$ cat config.mk
export PLATFORM = sky130hd
export DESIGN_NAME = uart_tx_arbiter_flat
export DESIGN_NICKNAME = d
export VERILOG_FILES = /design/src/rtl/uart_tx_arbiter_if.sv /design/src/rtl/uart_tx_arbiter.sv /design/src/flat_wrapper.sv
export SDC_FILE = /design/constraint.sdc
export NUM_CORES = 1
export LEC_CHECK = 0
export CORE_MARGIN = 4
export CORE_UTILIZATION = 30
export DETAILED_ROUTE_END_ITERATION = 8
export PLACE_DENSITY = 0.68
export SLEW_MARGIN = 25
export SYNTH_ARGS = -nofsm -noshare
export SYNTH_HDL_FRONTEND = slang
export SYNTH_SLANG_ARGS = --single-unit
$ cat constraint.sdc
create_clock -name clk -period 4.5 [get_ports clk]
set_clock_uncertainty 0.1 [all_clocks]
set_input_delay 0.675 -clock clk [delete_from_list [all_inputs] [get_ports clk]]
set_output_delay 0.675 -clock clk [all_outputs]
set_load 0.03 [all_outputs]
$ cat src/rtl/uart_tx_arbiter_if.sv
// rtl/uart_tx_arbiter_if.sv - requester-side and transmitter-side handshake bundle for the UART TX arbiter
interface uart_tx_arbiter_if #(
  parameter int NUM_REQ = 4,
  parameter int DATA_W  = 8
);
  logic [NUM_REQ-1:0]        req_valid;
  logic [NUM_REQ*DATA_W-1:0] req_data;
  logic [NUM_REQ-1:0]        req_last;
  logic [NUM_REQ-1:0]        req_ready;
  logic                      tx_valid;
  logic [DATA_W-1:0]         tx_data;
  logic                      tx_ready;

  // master: the surroundings (requesters + transmitter); slave: the arbiter
  modport master (
    output req_valid, req_data, req_last, tx_ready,
    input  req_ready, tx_valid, tx_data
  );

  modport slave (
    input  req_valid, req_data, req_last, tx_ready,
    output req_ready, tx_valid, tx_data
  );
endinterface

$ cat src/rtl/uart_tx_arbiter.sv
// rtl/uart_tx_arbiter.sv - round-robin burst arbiter sharing one UART transmitter
// A grant lasts until req_last or MAX_BURST bytes; each byte passes through one holding register.
module uart_tx_arbiter #(
  parameter int NUM_REQ   = 4,
  parameter int DATA_W    = 8,
  parameter int MAX_BURST = 4
) (
  input  logic                       clk,
  input  logic                       reset,
  uart_tx_arbiter_if.slave           bus,
  output logic [$clog2(NUM_REQ)-1:0] grant_id,
  output logic                       busy
);
  localparam int ID_W  = $clog2(NUM_REQ);
  localparam int CNT_W = $clog2(MAX_BURST + 1);

  typedef enum logic [1:0] {IDLE, FETCH, DRIVE} state_t;

  state_t              state_q, state_d;
  logic [ID_W-1:0]     rr_ptr_q, rr_ptr_d;
  logic [ID_W-1:0]     grant_id_q, grant_id_d;
  logic [CNT_W-1:0]    burst_cnt_q, burst_cnt_d;
  logic                last_q, last_d;
  logic [NUM_REQ-1:0]  req_ready_q, req_ready_d;
  logic                tx_valid_q, tx_valid_d;
  logic [DATA_W-1:0]   tx_data_q, tx_data_d;
  logic                busy_q, busy_d;

  logic                found;
  logic [ID_W-1:0]     pick;
  logic [ID_W-1:0]     idx;
  logic [ID_W-1:0]     next_rr;
  logic [NUM_REQ-1:0]  one_hot_base;

  assign one_hot_base = {{(NUM_REQ-1){1'b0}}, 1'b1};
  assign next_rr = (grant_id_q == ID_W'(NUM_REQ - 1)) ? '0 : grant_id_q + ID_W'(1);

  // First requesting index at or after rr_ptr, wrapping modulo NUM_REQ
  always_comb begin
    found = 1'b0;
    pick  = '0;
    idx   = '0;
    for (int i = 0; i < NUM_REQ; i++) begin
      idx = ID_W'((int'(rr_ptr_q) + i) % NUM_REQ);
      if (!found && bus.req_valid[idx]) begin
        found = 1'b1;
        pick  = idx;
      end
    end
  end

  always_comb begin
    state_d     = state_q;
    rr_ptr_d    = rr_ptr_q;
    grant_id_d  = grant_id_q;
    burst_cnt_d = burst_cnt_q;
    last_d      = last_q;
    req_ready_d = req_ready_q;
    tx_valid_d  = tx_valid_q;
    tx_data_d   = tx_data_q;
    case (state_q)
      IDLE: begin
        if (found) begin
          grant_id_d  = pick;
          burst_cnt_d = '0;
          req_ready_d = one_hot_base << pick;
          state_d     = FETCH;
        end
      end
      FETCH: begin
        req_ready_d = '0;
        if (bus.req_valid[grant_id_q]) begin
          tx_data_d   = bus.req_data[grant_id_q*DATA_W +: DATA_W];
          last_d      = bus.req_last[grant_id_q];
          burst_cnt_d = burst_cnt_q + CNT_W'(1);
          tx_valid_d  = 1'b1;
          state_d     = DRIVE;
        end else begin
          rr_ptr_d = next_rr;
          state_d  = IDLE;
        end
      end
      DRIVE: begin
        if (bus.tx_ready) begin
          tx_valid_d = 1'b0;
          if (last_q || burst_cnt_q == CNT_W'(MAX_BURST)) begin
            rr_ptr_d = next_rr;
            state_d  = IDLE;
          end else begin
            req_ready_d = one_hot_base << grant_id_q;
            state_d     = FETCH;
          end
        end
      end
      default: state_d = IDLE;
    endcase
    busy_d = (state_d != IDLE);
  end

  always_ff @(posedge clk or negedge reset) begin
    if (!reset) begin
      state_q     <= IDLE;
      rr_ptr_q    <= '0;
      grant_id_q  <= '0;
      burst_cnt_q <= '0;
      last_q      <= 1'b0;
      req_ready_q <= '0;
      tx_valid_q  <= 1'b0;
      tx_data_q   <= '0;
      busy_q      <= 1'b0;
    end else begin
      state_q     <= state_d;
      rr_ptr_q    <= rr_ptr_d;
      grant_id_q  <= grant_id_d;
      burst_cnt_q <= burst_cnt_d;
      last_q      <= last_d;
      req_ready_q <= req_ready_d;
      tx_valid_q  <= tx_valid_d;
      tx_data_q   <= tx_data_d;
      busy_q      <= busy_d;
    end
  end

  assign bus.req_ready = req_ready_q;
  assign bus.tx_valid  = tx_valid_q;
  assign bus.tx_data   = tx_data_q;
  assign grant_id      = grant_id_q;
  assign busy          = busy_q;
endmodule

$ cat src/flat_wrapper.sv
// flat-port wrapper written by rule: the top's interface ports become plain ports
module uart_tx_arbiter_flat 
#(
  parameter int NUM_REQ   = 4,
  parameter int DATA_W    = 8,
  parameter int MAX_BURST = 4
)
  (clk, reset, grant_id, busy, bus_req_valid, bus_req_data, bus_req_last, bus_tx_ready, bus_req_ready, bus_tx_valid, bus_tx_data);
  uart_tx_arbiter_if #(.NUM_REQ(NUM_REQ), .DATA_W(DATA_W)) bus_i ();
  input  logic clk;
  input  logic reset;
  output logic [$clog2(NUM_REQ)-1:0] grant_id;
  output logic busy;
  input wire logic [$bits(bus_i.req_valid)-1:0] bus_req_valid;
  input wire logic [$bits(bus_i.req_data)-1:0] bus_req_data;
  input wire logic [$bits(bus_i.req_last)-1:0] bus_req_last;
  input wire logic [$bits(bus_i.tx_ready)-1:0] bus_tx_ready;
  output wire logic [$bits(bus_i.req_ready)-1:0] bus_req_ready;
  output wire logic [$bits(bus_i.tx_valid)-1:0] bus_tx_valid;
  output wire logic [$bits(bus_i.tx_data)-1:0] bus_tx_data;
  assign bus_i.req_valid = bus_req_valid;
  assign bus_i.req_data = bus_req_data;
  assign bus_i.req_last = bus_req_last;
  assign bus_i.tx_ready = bus_tx_ready;
  assign bus_req_ready = bus_i.req_ready;
  assign bus_tx_valid = bus_i.tx_valid;
  assign bus_tx_data = bus_i.tx_data;
  uart_tx_arbiter #(.NUM_REQ(NUM_REQ), .DATA_W(DATA_W), .MAX_BURST(MAX_BURST)) u_core (.clk(clk), .reset(reset), .bus(bus_i), .grant_id(grant_id), .busy(busy));
endmodule
==> qor.yml, run 1 <==
finish:
  fill_cells: 395
  drive_gt1_frac: 0.139
  final_nets: 220
  syn_to_final_growth_pct: 45.8
  final_cells: 225
  diodes: 0
  final_core_util: 0.468
  design_area_um2: 2110
pwr:
  p_leak_uw: 0.000853
  intPower_uw: 784
  p_per_area_nw_per_um2: 635
  pwr-share-clk: 0.108
  p_seq_frac: 0.329
  peakVddDrop_v: 0.000195
  switching_share: 0.414
  pwr-share-comb: 0.563
  p_sw_uw: 554
yosys:
  yosysSeqAreaShare: 0.416
  syn_area_um2: 1440
  ys_ff_latch: 24
  synth_fp_nets: 161
  yosys_most_used_dff: "dfrtp_1"
  ys_warn_count: 0
  avgSynthCellArea_um2: 12.6
  syn_inst: 115
  synth_edf_count: 0
  synth_cell_types: 40
  async_flop_share: 1.00
global_routing:
  grt_max_degree: 25
  grt_overflow: 0
  grt_use_total: 0.124
  antenna_found_initial: 0
  grt_pass1_wl_mm: 6.04
  grt_pass1_vias: 1242
timing:
  setup_ws_ns: 1.80
  relSlewSlack: 0.494
  rsz0062_at_grt: "false"
  fmax_ghz: 0.371
  finalHoldViolations: 0
  finalMaxSlewViolations: 0
  fin_crit_ns: 2.70
  setup_viol: 0
  fin_crit_sh: 0.600
  worst_slew_pin_slew_ns: 0.759
  setup_tns_ns: 0
detailed_routing:
  first_pass_iters: 4
  wire_per_inst_um: 16.1
  viasPerCell: 5.33
  vias: 1199
  drt-total-wl_mm: 3.61
  drt_iter0_markers: 32
  ant_nets: 0
  drc_errors: 0
job:
  max-cap-violations: 0
clock_network:
  cts_buffers: 3
  post_cts_buffers: 0
  clock_sinks: 24
  cts_tree: "done"
  cts_root_buf: "clkbuf_8"
  insertion_delay_ns: 0.27
  cts_hold_buf: 0
  cts_resized: 0
  cts_buffer_depth: 2
  htree_num_levels: 1
  clk_pin_slew_ns: 0.08
floorplanning:
  placementRows: 24
  initial_core_util: 0.321
  core_um2: 4500
  die_w_um: 77.4
  io_pins: 59
  die_area_um2: 5990
  die_h_um: 77.4
worst_setup_path:
  critical_path_buf_inv_count: 1
  critPathLaunchType: "flop"
  worst_path_largest_cell_delay_ns: 0.84
  criticalPathCategory: "reg2out"
  slowest_stage: "dfrtp_1"
  worstPathRequired_ns: 3.72
  cp.arrival_ns: 1.92
  crit_fanout: 15
  crit_chain: "clkdlybuf4s50_1"
  end_kind: "primary output"
  cp_top_family: "flip-flops"
placed_design:
  place_area_um2: 2050
  dp_hpwl_mm: 2.79
  dp_cells: 221
  portBuffers: 58
  pre_cts_slack_ns: 1.89
  globalplace.congestion: 0.753
min_path:
  hold_path.class: "in2async"
status:
  status: "finished, final reports clean"
==> registers in the layout (all words and copies together) (netlist names) <==
register / count
u_core.bus.tx_data: 8
u_core.bus.tx_valid: 1
u_core.rr_ptr_q: 2
u_core.grant_id: 2
u_core.bus.req_ready: 4
u_core.busy: 1
u_core.burst_cnt_q: 3
u_core.last_q: 1
u_core.state_q: 2
==> per-stage QoR <==
step           total power (uW)  hold WS (ns)
5_1_grt                    1430         0.320
2_1_floorplan               956         0.279
3_3_place_gp               1180         0.375
4_1_cts                    1350         0.290
6_report                   1340         0.280
3_5_place_dp               1200         0.381
==> power by group through the flow <==
stage | combinational (uW) | clock (uW) | sequential (uW)
floorplan | 433 | 0 | 523
global placement | 743 | 0 | 442
detailed placement | 751 | 0 | 449
CTS | 756 | 150 | 443
global route | 804 | 160 | 462
finish | 753 | 145 | 440
==> cell usage after synthesis (5+ instances only) <==
master | n | share of area
nand2_1 | 9 | 0.023
mux2_4 | 6 | 0.062
dfrtp_1 | 24 | 0.42
nor2_1 | 5 | 0.013
inv_1 | 7 | 0.018
mux4_2 | 9 | 0.14
o21ai_1 | 5 | 0.017
==> per-layer routing <==
metal	part of all wire	vias up	GRT usage
li1	-	564	-
met1	0.44	573	0.153
met2	0.46	55	0.199
met3	0.081	7	0.0394
met4	0.018	0	0.0552
met5	0	-	0
==> layout make-up <==
type | instances | area, um^2 | area share
timing repair buffer | 58 | 576 | 0.273
multi-input combinational | 80 | 783 | 0.372
clock buffer | 4 | 55.1 | 0.0261
tap | 52 | 65.1 | 0.0309
inverter | 7 | 26.3 | 0.0125
sequential | 24 | 601 | 0.285
==> layout by cell type, fill, tap and decap left out, types with 2 or more instances in the layout <==
cell,n
a21o_1,2
dfrtp_1,24
nor2b_1,2
mux2_4,6
o31ai_1,3
a21oi_1,3
o2bb2ai_1,2
a22o_1,2
o21ai_1,5
clkdlybuf4s50_1,57
mux2_1,3
clkbuf_8,4
o21a_1,3
mux4_2,9
inv_1,7
ha_1,3
nor2_1,5
nand2_1,9
o21ai_0,3
==> path summary, 6_finish.rpt <==
path / cells after the start / from / slack, ns / to
max: 1 / u_core.grant_id[0] / 1.80 / grant_id[0]
min: 1 / reset / 0.28 / u_core.bus.req_ready[0]
max reg2reg: 3 / u_core.grant_id[0] / 2.15 / u_core.bus.tx_data[1]
min reg2reg: 1 / u_core.bus.tx_data[1] / 0.39 / u_core.bus.tx_data[1]
max in group asynchronous: 1 / reset / 3.65 / u_core.bus.tx_data[4]
min in group clk: 1 / u_core.bus.tx_data[1] / 0.39 / u_core.bus.tx_data[1]
==> cell families (layout without fill, tap and decap cells) <==
logic type                 count (synthesis)  after routing  share of synthesized area
AOI/OAI and AO/OA                         33             33                      0.174
adders and majority gates                  3              3                     0.0260
buffers and inverters                     11             69                     0.0416
DFF                                       24             24                      0.416
muxes                                     19             19                      0.244
and+or+nand+nor                           25             25                     0.0979
(Power assumes the default switching activity.)
==> inputs of run 2 (changes only) <==
==> constraint.sdc (replaced) <==
create_clock -name clk -period 2.6 [get_ports clk]
set_clock_uncertainty 0.1 [all_clocks]
set_input_delay 0.39 -clock clk [delete_from_list [all_inputs] [get_ports clk]]
set_output_delay 0.39 -clock clk [all_outputs]
set_load 0.03 [all_outputs]
==> qor.yml, run 2 (synthesis results as in run 1) <==
clock_network:
  clk_pin_slew_ns: 0.08
  clock_sinks: 24
  post_cts_buffers: 0
  cts_buffer_depth: 2
  cts_buffers: 3
  cts_root_buf: "clkbuf_8"
  cts_hold_buf: 0
  cts_tree: "done"
  cts_resized: 0
  htree_num_levels: 1
  insertion_delay_ns: 0.26
floorplanning:
  die_h_um: 77.4
  die_area_um2: 5990
  io_pins: 59
  initial_core_util: 0.321
  core_um2: 4500
  die_w_um: 77.4
  placementRows: 24
placed_design:
  globalplace.congestion: 0.812
  dp_cells: 225
  pre_cts_slack_ns: 0.267
  dp_hpwl_mm: 2.96
  portBuffers: 58
finish:
  final_nets: 224
  largest_reg_flops: 8
  final_cells: 228
  diodes: 0
  syn_to_final_growth_pct: 47.3
  final_common_cell: "clkdlybuf4s50_1"
  drive_gt1_frac: 0.148
  layout_common_cells: "58 x clkdlybuf4s50_1, 24 x dfrtp_1, 9 x mux4_2, 9 x nand2_1, 7 x inv_1"
timing:
  fin_crit_ns: 2.13
  setup_ws_ns: 0.468
  relSlewSlack: 0.646
  fmax_ghz: 0.469
  finalMaxSlewViolations: 0
  worst_slew_pin_slew_ns: 0.526
  setup_tns_ns: 0
  setup_viol: 0
  fin_crit_sh: 0.820
  rsz0062_at_grt: "false"
  whs_ns: 0.386
  finalHoldViolations: 0
pwr:
  peakVddDrop_v: 0.000340
  p_per_area_nw_per_um2: 1090
  p_leak_uw: 0.000866
detailed_routing:
  drt_iter0_markers: 62
  wire_per_inst_um: 16.4
  drt-total-wl_mm: 3.74
  viasPerCell: 5.40
  first_pass_iters: 4
  vias: 1231
  drc_errors: 0
  ant_nets: 0
worst_setup_path:
  cp.arrival_ns: 1.64
  criticalPathCategory: "reg2out"
  worstPathRequired_ns: 2.11
  critPathLaunchType: "flop"
  crit_fanout: 14
  end_kind: "primary output"
global_routing:
  grt_overflow: 0
  grt_use_total: 0.132
  grt_pass1_vias: 1303
  antenna_found_initial: 0
  grt_pass1_wl_mm: 6.35
  grt_max_degree: 25
status:
  status: "finished, final reports clean"
job:
  max-cap-violations: 0
min_path:
  hold_path.class: "in2async"
## run 2: cell count changes in the layout (fill, tap and decap cells not counted)
| cell | delta |
|---|---|
| buf_4 | +4 |
| buf_2 | -1 |
| clkdlybuf4s50_1 | +1 |
| clkbuf_8 | -1 |
## run 2: final timing paths
path | startpoint | end | slack (ns) | cells after the start
worst max-delay path | u_core.grant_id[0] | grant_id[0] | 0.47 | 2
worst min-delay path | reset | u_core.bus.tx_data[2] | 0.39 | 2
worst max register to register | u_core.grant_id[0] | u_core.bus.tx_data[6] | 0.79 | 3
worst min register to register | u_core.bus.tx_data[1] | u_core.bus.tx_data[1] | 0.39 | 1
max in group asynchronous | reset | u_core.rr_ptr_q[1] | 1.78 | 2
min in group clk | u_core.bus.tx_data[1] | u_core.bus.tx_data[1] | 0.39 | 1
## run 2: through the flow
stage          area (um^2)  power (uW)   util
3_5_place_dp          2090        2120  0.463
2_1_floorplan         1440        1660      -
4_1_cts               2130        2340  0.472
3_3_place_gp          2090        2070  0.463
5_1_grt               2130        2480  0.472
6_report              2130        2310  0.472
## run 2: per-layer routing
metal | vias to the layer above | wire length, um | track usage
met4 | 0 | 67 | 0.0480
met1 | 602 | 1530 | 0.166
met5 | - | 0 | 0
li1 | 571 | - | -
met2 | 51 | 1850 | 0.217
met3 | 7 | 287 | 0.0394
## run 2: layout make-up
cell class / count / area, um^2
inverter: 7 / 26.3
tap: 52 / 65.1
fill: 398 / 2380
timing repair buffer: 62 / 611
multi-input combinational: 80 / 783
sequential: 24 / 601
clock buffer: 3 / 41.3
## run 2: where the power goes
group | total (uW) | internal (uW) | switching (uW)
clock | 211 | 104 | 108
combinational | 1400 | 699 | 705
sequential | 694 | 545 | 149
total | 2310 | 1350 | 961
## run 2: worst max-delay path, stage by stage, from the launching register on
cell	delay [ns]
dfrtp_1	0.38
buf_4	0.28
clkdlybuf4s50_1	0.72
